===== src/rtl/muldiv_unit.sv =====
// muldiv_unit: iterative RV32M multiply/divide unit (shift-add multiply, restoring divide)
module muldiv_unit #(
  parameter int XLEN = 32
) (
  input  logic            clk,
  input  logic            reset,
  input  logic            req_valid,
  output logic            req_ready,
  input  logic [2:0]      req_op,
  input  logic [XLEN-1:0] req_rs1,
  input  logic [XLEN-1:0] req_rs2,
  input  logic [4:0]      req_rd,
  output logic            wb_valid,
  input  logic            wb_ready,
  output logic [4:0]      wb_rd,
  output logic [XLEN-1:0] wb_data,
  output logic            busy
);
  localparam int CW = $clog2(XLEN);
  typedef enum logic [1:0] {IDLE, CALC, FIX, DONE} state_t;
  state_t            state;
  logic [2:0]        op;
  logic [4:0]        rd;
  logic              neg;
  logic [XLEN-1:0]   b;
  logic [2*XLEN-1:0] p;
  logic [CW-1:0]     cnt;
  logic              s1, s2, n1, n2, div0, ovf, neg_in;
  logic [XLEN-1:0]   ma, mb, fast_data, dsel, res;
  logic [XLEN:0]     sum, shifted, diff;
  logic [2*XLEN-1:0] p_mul, p_div, pn;
  assign req_ready = state == IDLE;
  assign busy      = state != IDLE;
  assign wb_valid  = state == DONE;
  always_comb begin
    s1        = req_op[2] ? ~req_op[0] : (req_op[1:0] != 2'b11);
    s2        = req_op[2] ? ~req_op[0] : ~req_op[1];
    n1        = s1 & req_rs1[XLEN-1];
    n2        = s2 & req_rs2[XLEN-1];
    ma        = n1 ? -req_rs1 : req_rs1;
    mb        = n2 ? -req_rs2 : req_rs2;
    neg_in    = (req_op[2] & req_op[1]) ? n1 : n1 ^ n2;
    div0      = req_op[2] & (req_rs2 == '0);
    ovf       = req_op[2] & ~req_op[0] & (req_rs1 == {1'b1, {(XLEN-1){1'b0}}}) & (&req_rs2);
    fast_data = div0 ? (req_op[1] ? req_rs1 : '1) : (req_op[1] ? '0 : req_rs1);
    // p holds {partial product, multiplier} or {remainder, dividend/quotient}
    sum       = {1'b0, p[2*XLEN-1:XLEN]} + (p[0] ? {1'b0, b} : '0);
    p_mul     = {sum, p[XLEN-1:1]};
    shifted   = p[2*XLEN-1:XLEN-1];
    diff      = shifted - {1'b0, b};
    p_div     = {diff[XLEN] ? shifted[XLEN-1:0] : diff[XLEN-1:0], p[XLEN-2:0], ~diff[XLEN]};
    pn        = neg ? -p : p;
    dsel      = op[1] ? p[2*XLEN-1:XLEN] : p[XLEN-1:0];
    res       = op[2] ? (neg ? -dsel : dsel) : (op[1:0] == 2'b00 ? pn[XLEN-1:0] : pn[2*XLEN-1:XLEN]);
  end
  always_ff @(posedge clk) begin
    if (reset) begin
      state   <= IDLE;
      cnt     <= '0;
      wb_rd   <= '0;
      wb_data <= '0;
    end else begin
      case (state)
        IDLE: if (req_valid) begin
          op  <= req_op;
          rd  <= req_rd;
          neg <= neg_in;
          b   <= mb;
          p   <= {{XLEN{1'b0}}, ma};
          cnt <= CW'(XLEN - 1);
          if (div0 || ovf) begin
            wb_rd   <= req_rd;
            wb_data <= fast_data;
            state   <= DONE;
          end else state <= CALC;
        end
        CALC: begin
          p     <= op[2] ? p_div : p_mul;
          cnt   <= cnt - 1'b1;
          state <= cnt == '0 ? FIX : CALC;
          if (cnt == '0) cnt <= '0;
        end
        FIX: begin
          wb_rd   <= rd;
          wb_data <= res;
          state   <= DONE;
        end
        DONE: if (wb_ready) state <= IDLE;
      endcase
    end
  end
endmodule


===== config.mk =====
export PLATFORM = sky130hd
export DESIGN_NAME = muldiv_unit
export DESIGN_NICKNAME = d
export VERILOG_FILES = /design/src/rtl/muldiv_unit.sv
export SDC_FILE = /design/constraint.sdc
export NUM_CORES = 1
export LEC_CHECK = 0
export ABC_CLOCK_PERIOD_IN_PS = 12650
export CAP_MARGIN = 40
export CELL_PAD_IN_SITES_DETAIL_PLACEMENT = 1
export CELL_PAD_IN_SITES_GLOBAL_PLACEMENT = 1
export CORE_AREA = 2 2 198 200
export CTS_BUF_LIST = sky130_fd_sc_hd__clkbuf_16
export DETAILED_ROUTE_END_ITERATION = 6
export DIE_AREA = 0 0 200 202
export GPL_TIMING_DRIVEN = 1
export MAX_ROUTING_LAYER = met4
export PLACE_DENSITY = 0.75
export SYNTH_ARGS = -nofsm -noshare
export SYNTH_HDL_FRONTEND = slang
export SYNTH_SLANG_ARGS = --single-unit

===== constraint.sdc =====
create_clock -name clk -period 12.65 [get_ports clk]
set_input_delay 1.8975 -clock clk [delete_from_list [all_inputs] [get_ports clk]]
set_output_delay 1.8975 -clock clk [all_outputs]
set_load 0.05 [all_outputs]

==> flow_summary_export.csv <==
group,metric,value,unit
worst_setup_path,worstSetupPathType,"input port to flop",
cts,cts_root_buf,"clkbuf_16",
final_layout,antenna_cells,0,
route,via_per_inst,6.16,
min_path,hp-class,"flop to flop",
placement,gp_congestion,0.959,
route,dr.pass1.iters,5,
cts,hold_buffers,0,
cts,clk_pin_slew_worst_paths,80,ps
synthesis,syn_nets,2051,
synthesis,synthSimpleGateAreaFrac,0.191,
cts,cts_buffers,17,
synthesis,synth-compound-area-share,0.241,
power,p_per_area,120,nW/µm²
cts,cts-resized-gates,0,
synthesis,synth_top_family_by_area,"compound AO/OA/AOI/OAI gates",
worst_setup_path,worst-endpoint-required,13040,ps
synthesis,synth-main-ff-cell,"edfxtp_1",
worst_setup_path,r2r_end,"p[56]",
sta,finalCritPeriodShare,0.462,
final_layout,drive_gt1_frac,0.0498,
placement,dpl_cell_area,16800,µm²
power,ir_drop,102,µV
synthesis,ys_ff_latch,149,
sta,setup_slack,6810,ps
worst_setup_path,r2r_cells,13,
floorplanning,die_h,202,µm
floorplanning,die_w,200,µm
sta,final.min_clock_period,5840,ps
global_route,antenna_found_initial,2,
min_path,holdCritStartpoint,"wb_data[17]",
synthesis,synth_cell_type_count,85,
sta,tns,0,ps
run,max-cap-violations,0,
final_layout,area_growth,14.0,%
worst_setup_path,start_kind,"input port",
final_layout,nets,2084,
synthesis,synth_fa_ha_area_frac,0.0781,
power,p_leak,6.36,nW
floorplanning,coreArea,38300,µm²
cts,tritoncts,"built",
sta,skew,13.0,ps
cts,insertion_delay,460,ps
route,detail_route.wl_per_cell,23.4,µm
power,p_comb_frac,0.425,
global_route,gr-total-overflow,0,
floorplanning,dieArea,40400,µm²
sta,setup_viol,0,
sta,final_hold_viol_count,0,
global_route,grt_pass1_wl,90.1,mm
worst_setup_path,end_kind,"flop",
floorplanning,start_util,0.397,
synthesis,synth.avg_cell_area,7.98,µm²
power,clkPwrFrac,0.242,
route,postRouteAntennaNets,0,
route,num_vias,15189,
cts,postCtsSetupRepairBufs,0,
sta,rsz0062_at_grt,"no",
floorplanning,num_rows,72,
final_layout,fin_area,17300,µm²
power,intPower,1.20,mW
synthesis,synth_edf_count,105,
worst_setup_path,reg2reg_slack,7690,ps
synthesis,async_flop_share,0,
cts,h-tree-depth,4,
route,wl,57.7,mm
route,post-route-drc-count,0,
cts,clk_path_buf_depth,2,
route,drt_iter0_drc,1074,
sta,maxSlewViolCount,0,
min_path,whs_path_depth,2,
synthesis,synthMuxAreaShare,0.0618,
placement,pre_cts_slack,6380,ps
synthesis,ys_warn_count,0,
power,power_switching,878,µW
global_route,grt.total_usage,0.297,
cts,cts.sinks,149,
placement,dpl.hpwl,43.8,mm
worst_setup_path,critPathArrivalTime,6220,ps
worst_setup_path,r2r-start,"p[31]",
run_status,status,"finished, final reports clean",
power,swShare,0.423,
worst_setup_path,crit_path_max_fanout,33,
sta,fmax,171,MHz
floorplanning,ios,116,
global_route,grt_pass1_vias,15457,
synthesis,syn_inst,1903,
synthesis,ys_seq_area_frac,0.266,
sta,slew_headroom,0.415,
final_layout,post-route-util,0.452,
min_path,hold_path_end,"wb_data[17]",
synthesis,synth_xor_area_frac,0.111,
placement,io_buffers,115,
sta,tightest_slew,873,ps
global_route,grt_start_max_net_pins,82,
power,p_seq_frac,0.333,
synthesis,synth_area,15200,µm²
worst max-delay path: stages:
cell	delay (ps)
clkdlybuf4s50_1	470
inv_1	90
ha_1	160
or3b_2	460
nor3_1	600
nand3_2	360
nor3_4	270
buf_4	410
o21ai_1	260
a21o_1	460
or4_1	600
a21oi_1	150
cells by family (layout without fill, tap and decap cells):
logic type	after synthesis	count (layout)
xor+xnor	193	193
buf+inv	198	244
compound gates	571	571
simple gates	600	600
flops	149	149
fa+ha+maj	99	99
mux	93	93
metal layers:
| metal | share of wire | routed length [µm] | global-route usage |
|---|---|---|---|
| met1 | 0.44 | 25400 | 0.394 |
| met2 | 0.47 | 27000 | 0.469 |
| met3 | 0.060 | 3460 | 0.0374 |
| met4 | 0.030 | 1740 | 0.0979 |
| met5 | 0 | 0 | - |
synthesized netlist by cell type (all sizes together) (23+ instances only):
cell type | number | share of area
o31ai | 37 | 0.018
ha | 70 | 0.058
nor2 | 201 | 0.050
nand3 | 31 | 0.011
xnor2 | 122 | 0.070
inv | 71 | 0.018
maj3 | 27 | 0.018
or4 | 25 | 0.013
o21ai | 127 | 0.042
nand2 | 146 | 0.036
xor2 | 71 | 0.041
buf | 31 | 0.0096
clkbuf | 95 | 0.024
mux2i | 87 | 0.057
dfxtp | 44 | 0.058
o211ai | 23 | 0.011
a21oi | 171 | 0.056
a21o | 29 | 0.014
nor3 | 52 | 0.018
a211oi | 27 | 0.013
edfxtp | 105 | 0.21
power groups by stage:
stage	clock network [mW]	logic (mW)	registers (mW)
2_1_floorplan	0	0.611	0.670
3_3_place_gp	0	0.829	0.699
3_5_place_dp	0	0.868	0.699
4_1_cts	0.505	0.873	0.689
5_1_grt	0.524	0.960	0.698
6_report	0.501	0.881	0.691
worst max-delay path by stage:
stage                     from     endpoint  cells after the start
CTS                 req_rs2[0]   wb_data[1]                     12
global route        req_rs2[0]  wb_data[10]                     13
floorplan                reset         p[0]                      3
detailed placement  req_rs2[0]   wb_data[1]                     12
global placement    req_rs2[0]   wb_data[1]                     12
finish              req_rs2[0]   wb_data[1]                     12
metrics by stage:
| step | cells | hold WS [ps] | total power, mW |
|---|---|---|---|
| floorplan | 1903 | 455 | 1.28 |
| global placement | 2430 | 457 | 1.53 |
| detailed placement | 2435 | 469 | 1.57 |
| CTS | 2467 | 479 | 2.07 |
| global route | 2467 | 494 | 2.18 |
| finish | 2467 | 476 | 2.07 |
cells in the final DEF (no fill, tap or decap), types with 20 or more instances in the layout:
master           instances
a21o_1                  29
nor3_1                  50
inv_1                   71
or3_1                   21
o21ai_0                124
or4_1                   23
a211oi_1                27
nor4_1                  20
nand3_1                 30
dfxtp_1                 44
nand2b_1                20
o31ai_1                 37
nor2_1                 198
xnor2_1                122
o211ai_1                23
edfxtp_1               105
maj3_1                  27
a21oi_1                170
clkdlybuf4s50_1        114
nand2_1                146
mux2i_1                 87
ha_1                    70
a31oi_1                 20
buf_4                   20
xor2_1                  71
layout make-up:
cell class	count	area, µm²
flip-flops and latches	149	4030
clock inverters	15	116
well taps	518	648
multi-input cells	1556	10400
clock buffers	17	425
inverters	72	270
fillers	4639	21000
repair buffers	140	1410
flip-flops by register name (all words and copies together) (netlist names):
register	cells
state	2
neg	1
wb_data	32
p	64
b	32
cnt	5
rd	5
op	3
wb_rd	5
Power figures use the tool's default switching activity.
